<file path="config.mk">
export PLATFORM = sky130hd
export DESIGN_NAME = cam_frame_tx
export DESIGN_NICKNAME = d
export VERILOG_FILES = /design/src/rtl/cam_frame_tx.sv
export SDC_FILE = /design/constraint.sdc
export NUM_CORES = 1
export LEC_CHECK = 0
export ABC_AREA = 1
export BUFFER_PORTS_ARGS = -buffer_cell sky130_fd_sc_hd__buf_2
export CAP_MARGIN = 20
export CELL_PAD_IN_SITES_DETAIL_PLACEMENT = 0
export CELL_PAD_IN_SITES_GLOBAL_PLACEMENT = 1
export CORE_AREA = 2 2 89 91
export CTS_CLUSTER_SIZE = 8
export DETAILED_ROUTE_END_ITERATION = 10
export DIE_AREA = 0 0 91 93
export PLACE_DENSITY_LB_ADDON = 0.1
export SYNTH_ARGS = -nofsm -noshare
export SYNTH_HDL_FRONTEND = slang
export SYNTH_SLANG_ARGS = --single-unit
</file>
<file path="constraint.sdc">
create_clock -name CAM_pclk -period 2.3 [get_ports CAM_pclk]
set_input_delay 0.46 -clock CAM_pclk [delete_from_list [all_inputs] [get_ports CAM_pclk]]
set_output_delay 0.46 -clock CAM_pclk [all_outputs]
set_load 0.01 [all_outputs]
</file>
<file path="src/rtl/cam_frame_tx.sv">
// Replays a stored RGB444 frame from the DP RAM as an OV7670-style byte stream.
// Latency: CAM_vsync rises one edge after en; first href follows VSYNC_W+V_BP cycles later.
// No backpressure: the stream runs at a fixed raster rate once a frame is started.
module cam_frame_tx #(
  parameter int AW      = 15,
  parameter int DW      = 12,
  parameter int H_PIX   = 160,
  parameter int V_LINES = 120,
  parameter int VSYNC_W = 8,
  parameter int V_BP    = 16,
  parameter int H_BLANK = 32,
  parameter int V_FP    = 16
) (
  input  logic          CAM_pclk,
  input  logic          rst,
  input  logic          en,
  output logic [AW-1:0] DP_RAM_addr_out,
  input  logic [DW-1:0] DP_RAM_data_out,
  output logic          CAM_vsync,
  output logic          CAM_href,
  output logic [7:0]    CAM_px_data,
  output logic          frame_done
);

  function automatic int max_of(input int a, input int b);
    return (a > b) ? a : b;
  endfunction

  // One shared in-state cycle counter covers every timed state, so it is sized
  // for the longest of them; within LINE its LSB doubles as the byte phase.
  localparam int CMAX = max_of(max_of(max_of(VSYNC_W, V_BP), max_of(2 * H_PIX, H_BLANK)), V_FP);
  localparam int CW   = $clog2(CMAX + 1);
  localparam int LW   = $clog2(V_LINES + 1);

  localparam logic [CW-1:0] VS_LAST   = CW'(VSYNC_W - 1);
  localparam logic [CW-1:0] VBP_LAST  = CW'(V_BP - 1);
  localparam logic [CW-1:0] LN_LAST   = CW'(2 * H_PIX - 1);
  localparam logic [CW-1:0] HB_LAST   = CW'(H_BLANK - 1);
  localparam logic [CW-1:0] VFP_LAST  = CW'(V_FP - 1);
  localparam logic [LW-1:0] LINE_LAST = LW'(V_LINES - 1);
  localparam logic [AW-1:0] ADDR_LAST = AW'(H_PIX * V_LINES - 1);

  typedef enum logic [2:0] {
    S_IDLE, S_VSYNC, S_VBP, S_LINE, S_HBLANK, S_VFP
  } state_t;

  state_t          state, state_d;
  logic [CW-1:0]   cnt, cnt_d;
  logic [LW-1:0]   line, line_d;
  logic [DW-1:0]   pix_q, pix_d;
  logic [AW-1:0]   addr_d;
  logic            vsync_d, href_d, done_d;
  logic [7:0]      px_d;
  logic            launch0;
  logic            start_frame;

  // Next-state and next-output decode; every output is registered from here.
  always_comb begin
    state_d     = state;
    cnt_d       = cnt;
    line_d      = line;
    pix_d       = pix_q;
    addr_d      = DP_RAM_addr_out;
    vsync_d     = 1'b0;
    href_d      = 1'b0;
    px_d        = 8'h00;
    done_d      = 1'b0;
    launch0     = 1'b0;
    start_frame = 1'b0;

    case (state)
      S_IDLE: begin
        if (en) start_frame = 1'b1;
      end
      S_VSYNC: begin
        if (cnt == VS_LAST) begin
          state_d = S_VBP;
          cnt_d   = '0;
        end else begin
          cnt_d   = cnt + 1'b1;
          vsync_d = 1'b1;
        end
      end
      S_VBP: begin
        if (cnt == VBP_LAST) begin
          state_d = S_LINE;
          cnt_d   = '0;
          launch0 = 1'b1;
        end else begin
          cnt_d = cnt + 1'b1;
        end
      end
      S_LINE: begin
        if (cnt == LN_LAST) begin
          cnt_d = '0;
          if (line == LINE_LAST) begin
            state_d = S_VFP;
            line_d  = '0;
            done_d  = 1'b1;
          end else begin
            state_d = S_HBLANK;
            line_d  = line + 1'b1;
          end
        end else begin
          cnt_d = cnt + 1'b1;
          if (!cnt[0]) begin
            // Second byte of the pixel comes from the held register, not the RAM.
            href_d = 1'b1;
            px_d   = pix_q[7:0];
          end else begin
            launch0 = 1'b1;
          end
        end
      end
      S_HBLANK: begin
        if (cnt == HB_LAST) begin
          state_d = S_LINE;
          cnt_d   = '0;
          launch0 = 1'b1;
        end else begin
          cnt_d = cnt + 1'b1;
        end
      end
      S_VFP: begin
        if (cnt == VFP_LAST) begin
          cnt_d = '0;
          if (en) start_frame = 1'b1;
          else    state_d     = S_IDLE;
        end else begin
          cnt_d = cnt + 1'b1;
        end
      end
      default: state_d = S_IDLE;
    endcase

    if (start_frame) begin
      state_d = S_VSYNC;
      cnt_d   = '0;
      line_d  = '0;
      vsync_d = 1'b1;
      addr_d  = '0;
    end

    // Phase-0 launch: emit R, latch the whole pixel, and move the address one
    // pixel ahead so the registered RAM has a full pixel time to respond.
    if (launch0) begin
      href_d = 1'b1;
      px_d   = {4'b0000, DP_RAM_data_out[11:8]};
      pix_d  = DP_RAM_data_out;
      addr_d = (DP_RAM_addr_out == ADDR_LAST) ? '0 : DP_RAM_addr_out + 1'b1;
    end
  end

  // State, counters and all outputs update together on the pixel clock.
  always_ff @(posedge CAM_pclk) begin
    if (rst) begin
      state           <= S_IDLE;
      cnt             <= '0;
      line            <= '0;
      pix_q           <= '0;
      DP_RAM_addr_out <= '0;
      CAM_vsync       <= 1'b0;
      CAM_href        <= 1'b0;
      CAM_px_data     <= 8'h00;
      frame_done      <= 1'b0;
    end else begin
      state           <= state_d;
      cnt             <= cnt_d;
      line            <= line_d;
      pix_q           <= pix_d;
      DP_RAM_addr_out <= addr_d;
      CAM_vsync       <= vsync_d;
      CAM_href        <= href_d;
      CAM_px_data     <= px_d;
      frame_done      <= done_d;
    end
  end

endmodule

</file>
==> results of run 1 <==
metal layers:
layer | part of all wire (%) | global-route usage (%) | up-vias
met4 | 1.4 | 5.303 | 0
li1 | - | - | 1460
met3 | 2.3 | 3.062 | 7
met2 | 48 | 29.51 | 24
met5 | 0 | 0 | -
met1 | 48 | 20.53 | 1251
cells by family after synthesis:
| logic type | share of synthesized area [%] |
|---|---|
| AOI/OAI and AO/OA | 7.815 |
| xor gates and xnor gates | 3.627 |
| adders and majority gates | 1.295 |
| buffers and inverters | 9.887 |
| DFF | 36.61 |
| and+or+nand+nor | 40.76 |
final timing paths:
check	cells past startpoint	to	slack, ns	from
min	3	CAM_px_data[0]$_SDFF_PP0_	0.37	DP_RAM_data_out[8]
min reg2reg	2	CAM_px_data[5]$_SDFF_PP0_	0.43	pix_q[5]$_SDFFE_PP0P_
max reg2reg	10	state[1]$_SDFFE_PP0P_	0.42	cnt[0]$_SDFFE_PP0P_
max	10	state[1]$_SDFFE_PP0P_	0.42	cnt[0]$_SDFFE_PP0P_
per-stage QoR:
stage	power (mW)	worst slack, ns	hold WS (ns)	instance area (um2)
global route	1.866	0.2583	0.3710	3311
floorplan	1.163	0.6592	0.4051	2898
global placement	1.241	0.4708	0.4101	3214
detailed placement	1.237	0.4584	0.4183	3214
finish	1.762	0.4241	0.3716	3311
CTS	1.799	0.4297	0.3591	3311
synth_stat cells:
| cell | n |
|---|---|
| dfxtp_1 | 53 |
| xor2_1 | 10 |
| and3_1 | 1 |
| nand3b_1 | 1 |
| nor2_2 | 4 |
| nand3_4 | 1 |
| nand2_1 | 101 |
| buf_4 | 1 |
| nor2_1 | 72 |
| nor2_8 | 1 |
| buf_2 | 1 |
| or2_2 | 1 |
| nand4_1 | 9 |
| clkbuf_1 | 2 |
| clkinv_1 | 1 |
| o21ai_1 | 1 |
| o31ai_1 | 1 |
| inv_1 | 51 |
| nand3_2 | 5 |
| buf_8 | 1 |
| nor2_4 | 2 |
| inv_2 | 6 |
| nor3_1 | 5 |
| nor3_2 | 2 |
| o21ai_0 | 12 |
| nand3_1 | 46 |
| a21boi_4 | 1 |
| nor3b_1 | 1 |
| a21oi_1 | 27 |
| xnor2_1 | 2 |
| buf_6 | 3 |
| nand2_2 | 6 |
| ha_1 | 3 |
sequential cells by signal, indices dropped and copies added (netlist names):
| signal | flops |
|---|---|
| cnt | 9 |
| line | 7 |
| CAM_px_data | 8 |
| CAM_href | 1 |
| DP_RAM_addr_out | 15 |
| frame_done | 1 |
| state | 3 |
| pix_q | 8 |
| CAM_vsync | 1 |
report_power, final:
part	switching (mW)	internal, mW	total (mW)
Combinational	0.174	0.0827	0.257
Clock	0.303	0.245	0.548
Sequential	0.0249	0.933	0.958
area by class of cell:
type | count | area (um2)
Clock buffer | 6 | 82.58
Clock inverter | 2 | 13.76
Fill cell | 883 | 4217
Inverter | 58 | 217.7
Multi-Input combinational cell | 315 | 1550
Sequential cell | 53 | 1061
Tap cell | 102 | 127.6
Timing Repair Buffer | 46 | 257.7
worst max-delay path, stage by stage, from the launching register on:
cell and delay [ns]:
dfxtp_1 0.46, ha_1 0.24, nand2_2 0.11, nor2_4 0.16, nand3_4 0.11, nand2_1 0.16, nand2_1 0.11, nor2_2 0.17
nand2_1 0.10, nand2_1 0.08, a21oi_1 0.07
==> out/qor.txt, run 1 <==
Setup bufs post-CTS: 0
Register area share after synthesis: 36.61%
Clock Tree Buf Depth: 2
Die footprint: 8463 um2
Initial core utilization: 38.50%
First-pass GRT wire length: 11450 um
H-tree depth: 2
Post-Syn Nets: 452
Floorplan core area: 7527 um2
CP required: 2.49 ns
Fmax: 533.1 MHz
Post-Syn Area per Cell: 6.677 um2
GRT Total Usage: 16.68%
Commonest non-fill, non-tap cell in the layout: nand2_1
Max Cap Violations: 0
Diodes inserted: 0
Yosys warning total: 0
Starting DRT DRC Count: 80
Port Buffers: 40
Crit path DAT: 2.07 ns
CTS Hold Bufs: 0
Period utilization: 81.56%
CTS buffer count: 5
Average wire per standard cell: 11.68 um
Post-DP HPWL: 5019 um
CP Capture Type: flip-flop
Final Hold Vio Count: 0
Leak Pwr: 1.458 nW
Unique cell type count in the Yosys netlist: 33
Core Util, Final: 43.98%
Clk slew on worst S/H paths: 0.09 ns
Vias in the first global route: 2561
Root buf cell: clkbuf_8
Routed Antenna Nets: 0
Synth Instances: 434
Boundary Pins: 41
Setup repair after global routing missed its margin: false
Worst vdd ir: 0.2358 mV
FF+latch count, synth: 53
Die H: 93 um
TritonRoute pass-1 iters: 4
Most frequent cells in the layout: nand2_1 (101), nor2_1 (72), dfxtp_1 (53), inv_1 (51), nand3_1 (46)
Pwr/cell area: 532.3 nW/um2
Top cells by area, synth: dfxtp_1 (37%), nand2_1 (13%), nor2_1 (9.3%)
DRC Markers: 0
Cells resized by post-CTS repair: 0
Status: completed
Fin. max-slew vios: 0
Total gr overflow: 0
HP Class: in2reg
Largest net degree at the start of global routing: 33
Path type of the worst setup path: reg2reg
Cell total after placement: 574
Post-Syn Area: 2898 um2
Worst Max-Slew Pin Slew: 0.5184 ns
Layout cell share with drive strength beyond 1: 17.29%
Row count: 32
Detailed-route vias per instance: 4.711
Slew HR: 65.35%
Finished Layout Cells: 582
Layout Nets: 497
TNS Setup: 0 ns
Worst-path maximum fanout: 5
DR vias: 2742
Area growth syn-to-layout: 14.25%
Final RePlAce weighted congestion: 0.8330
Sink Count: 53
Clock latency on the worst-skew pair: 0.31 ns
Yosys top cell by area: dfxtp_1
Final setup fails: 0
Startpoint types: flip-flop
Clk_skew: 0.009229 ns
CTS tree: yes
Initial antenna violation count: 0
Total Wirelength: 6795 um
Die X: 91 um
Top-area cell type share of the netlist area: 36.61%
Post-route minimum period: 1.876 ns
(Power assumes the default switching activity.)
==> inputs of run 2 (changes only) <==
--- a/config.mk
+++ b/config.mk
@@ -5,15 +5,15 @@
 export SDC_FILE = /design/constraint.sdc
 export NUM_CORES = 1
 export LEC_CHECK = 0
-export ABC_AREA = 1
+export ABC_AREA = 0
 export BUFFER_PORTS_ARGS = -buffer_cell sky130_fd_sc_hd__buf_2
 export CAP_MARGIN = 20
 export CELL_PAD_IN_SITES_DETAIL_PLACEMENT = 0
 export CELL_PAD_IN_SITES_GLOBAL_PLACEMENT = 1
-export CORE_AREA = 2 2 89 91
+export CORE_AREA = 2 2 84 86
 export CTS_CLUSTER_SIZE = 8
 export DETAILED_ROUTE_END_ITERATION = 10
-export DIE_AREA = 0 0 91 93
+export DIE_AREA = 0 0 86 88
 export PLACE_DENSITY_LB_ADDON = 0.1
 export SYNTH_ARGS = -nofsm -noshare
 export SYNTH_HDL_FRONTEND = slang
==> constraint.sdc (replaced) <==
create_clock -name CAM_pclk -period 1.9 [get_ports CAM_pclk]
set_input_delay 0.38 -clock CAM_pclk [delete_from_list [all_inputs] [get_ports CAM_pclk]]
set_output_delay 0.38 -clock CAM_pclk [all_outputs]
set_load 0.01 [all_outputs]
==> out/qor.txt, run 2 <==
Uppermost layer routed: met4
Post-DP HPWL: 5023 um (about the same)
CP required: 2.16 ns (-0.33 ns)
Dpl ws: -0.4318 ns (-0.8902 ns)
Post-Syn Area per Cell: 8.381 um2 (+26%)
Final RePlAce weighted congestion: 0.8025 (-3.7%)
Top cells by area, synth: dfxtp_1 (41%), nand3_1 (6.4%), nor2_1 (4.2%)
Diodes inserted: 0 (unchanged)
Initial antenna violation count: 0 (unchanged)
Met3 routed WL: 382 um (+150%)
Largest net degree at the start of global routing: 20 (-39%)
FF+latch count, synth: 53 (unchanged)
TNS Setup: -6.542 ns (-6.542 ns)
PnR worst setup slack: -0.2744 ns (-0.6986 ns)
Metal-1 WL: 3446 um (+5.8%)
Period utilization: 114.4% (+33 points)
Clock latency on the worst-skew pair: 0.32 ns (about the same)
Unique cell type count in the Yosys netlist: 51 (+55%)
# fillers: 635 (-28%)
TritonRoute pass-1 iters: 4 (unchanged)
Die X: 86 um (-5.5%)
Sequential power share: 56.7% (+2.4 points)
Combinational share of power: 7.5% (-7.1 points)
Boundary Pins: 41 (unchanged)
Average wire per standard cell: 14.76 um (+26%)
Total gr overflow: 0 (unchanged)
Finished Layout Cells: 485 (-17%)
Initial core utilization: 38.85% (+0.35 points)
CTS buffer count: 5 (unchanged)
Violated checks: setup timing
DR vias: 2628 (-4.2%)
H-tree depth: 2 (unchanged)
Total Wirelength: 7158 um (+5.3%)
Switching Share: 25.93% (-2.6 points)
Sink Count: 53 (unchanged)
CTS tree: yes
Final Instance Area: 3696 um2 (+12%)
GRT Total Usage: 20.20% (+3.5 points)
Commonest cells post-synth: dfxtp_1 (53), nand3_1 (33), nor2_1 (29)
Worst Max-Slew Pin Slew: 0.4840 ns (-0.03444 ns)
Placed instance area: 3317 um2 (+3.2%)
Synth Instances: 308 (-29%)
Register area share after synthesis: 41.11% (+4.5 points)
Layout Nets: 422 (-15%)
Largest Register: DP_RAM_addr_out
Main synth FF type: dfxtp_1
Power consumption: 1.973 mW (+12%)
Floorplan core area: 6644 um2 (-12%)
Worst-path maximum fanout: 4 (-1)
Starting DRT DRC Count: 119 (+49%)
Final setup fails: 42 (+42)
CP Cell Sequence: or4_4, buf_6, a2111o_1, buf_4, and2_4, or3_4, a21oi_2
Clock power share: 35.8% (+4.7 points)
Internal cell power: 1.462 mW (+16%)
Layout cell share with drive strength beyond 1: 38.77% (+21 points)
Cell total after placement: 468 (-18%)
Final hold slack: 0.2760 ns (-0.09562 ns)
Clk slew on worst S/H paths: 0.11 ns (+0.02 ns)
P_sw: 0.5117 mW (+1.9%)
Detailed-route vias per instance: 5.419 (+15%)
Status: finished, violations left
First-pass GRT wire length: 12280 um (+7.2%)
Fin. max-slew vios: 0 (unchanged)
CTS Hold Bufs: 0 (unchanged)
Setup repair after global routing missed its margin: true
Yosys warning total: 0 (unchanged)
Slowest-stage cell, CP: or4_4
Commonest non-fill, non-tap cell in the layout: buf_4
Max incr delay on CP: 0.55 ns (+0.09 ns)
Clk_skew: 0.01070 ns (+0.001471 ns)
DRC Markers: 0 (unchanged)
Max Cap Violations: 0 (unchanged)
Root buf cell: clkbuf_8
Max reg flops: 15 (unchanged)
CP Capture Type: flip-flop
Path type of the worst setup path: reg2reg
Pwr/cell area: 533.9 nW/um2 (+0.29%)
Top-area cell type share of the netlist area: 41.11% (+4.5 points)
HP Class: in2reg
Port Buffers: 40 (unchanged)
Yosys top cell by area: dfxtp_1
Final Hold Vio Count: 0 (unchanged)
Post-Syn Nets: 326 (-28%)
Post-route minimum period: 2.174 ns (+0.2986 ns)
Crit path DAT: 2.44 ns (+0.37 ns)
Fmax: 459.9 MHz (-14%)
Core Util, Final: 55.63% (+12 points)
Startpoint types: flip-flop
Worst vdd ir: 0.3748 mV (+59%)
Area growth syn-to-layout: 43.19%
Biggest regs: DP_RAM_addr_out: 15 flops, cnt: 9 flops
Post-Syn Area: 2581 um2 (-11%)
Die footprint: 7568 um2 (-11%)
Wire length on met2: 3265 um (-0.73%)
Slew HR: 67.63% (+2.3 points)
Row count: 30 (-6.3%)
Routed Antenna Nets: 0 (unchanged)
Leak Pwr: 1.553 nW (+6.5%)
Vias in the first global route: 2552 (-0.35%)
Post-synth ARST share: 0% (unchanged)
Most frequent cells in the layout: buf_4 (51), dfxtp_1 (48), buf_2 (41), nor2_1 (29), nand3_1 (28)
Clock Tree Buf Depth: 2 (unchanged)
EDFF count, synth: 0 (unchanged)
Top-count cell post-synth: dfxtp_1
Die H: 88 um (-5.4%)
## run 2: cell types whose count changed after synthesis, sizes merged, moves of 7 or more
cell,delta
a21oi,-18
clkbuf,+11
and2,+7
mux2i,+10
nand2,-86
nand3,-19
nand4,+7
inv,-50
nor2,-50
## run 2: cell type report
cell class / instances / area, um2 / share of cell area, %
timing repair buffer: 107 / 788.3 / 21.33
inverter: 7 / 26.28 / 0.7109
clock inverter: 3 / 28.78 / 0.7786
tap: 80 / 100.1 / 2.708
sequential: 53 / 1067 / 28.88
multi-input combinational: 230 / 1617 / 43.74
clock buffer: 5 / 68.82 / 1.862
## run 2: final timing paths
check	from	end	slack [ns]	cells past startpoint
min	DP_RAM_data_out[9]	CAM_px_data[1]$_SDFF_PP0_	0.28	2
min reg2reg	pix_q[4]$_SDFFE_PP0P_	CAM_px_data[4]$_SDFF_PP0_	0.47	1
max	cnt[8]$_SDFFE_PP0P_	DP_RAM_addr_out[6]$_SDFFE_PP0P_	-0.27	7
max reg2reg	cnt[8]$_SDFFE_PP0P_	DP_RAM_addr_out[6]$_SDFFE_PP0P_	-0.27	7
## run 2: logic make-up after synthesis
group / synth area share, %
adder cells (fa/ha/maj): 1.454
XOR/XNOR: 4.750
AND/OR/NAND/NOR: 31.99
flip-flops: 41.11
AO/OA/AOI/OAI: 12.99
buffers and inverters: 3.830
multiplexers: 3.878
## run 2: repair_timing
item / CTS / global route
setup endpoints to repair: 45 / 51
pin swaps: 8 / 13
gates cloned: 1 / 1
setup buffers: 6 / 3
resized for setup: 23 / 25
## run 2: routing by layer
| layer | vias up | global-route usage [%] |
|---|---|---|
| met4 | 0 | 4.762 |
| met3 | 5 | 4.430 |
| li1 | 1316 | - |
| met2 | 64 | 31.64 |
| met5 | - | 0 |
| met1 | 1243 | 28.44 |
## run 2: worst max-delay path, delay by kind of cell (launching register included)
family / cells / cell delay (ns)
and+or+nand+nor: 3 / 1.06
DFF: 1 / 0.33
AOI/OAI and AO/OA: 2 / 0.43
buffers and inverters: 2 / 0.31
## run 2: power by group through the flow
stage / combinational [mW] / clock, mW / sequential [mW]
final: 0.148 / 0.706 / 1.12
after global routing: 0.160 / 0.785 / 1.12
after CTS: 0.132 / 0.730 / 1.12
after detailed placement: 0.123 / 0 / 1.14
after global placement: 0.122 / 0 / 1.14
after floorplan: 0.0582 / 0 / 1.15
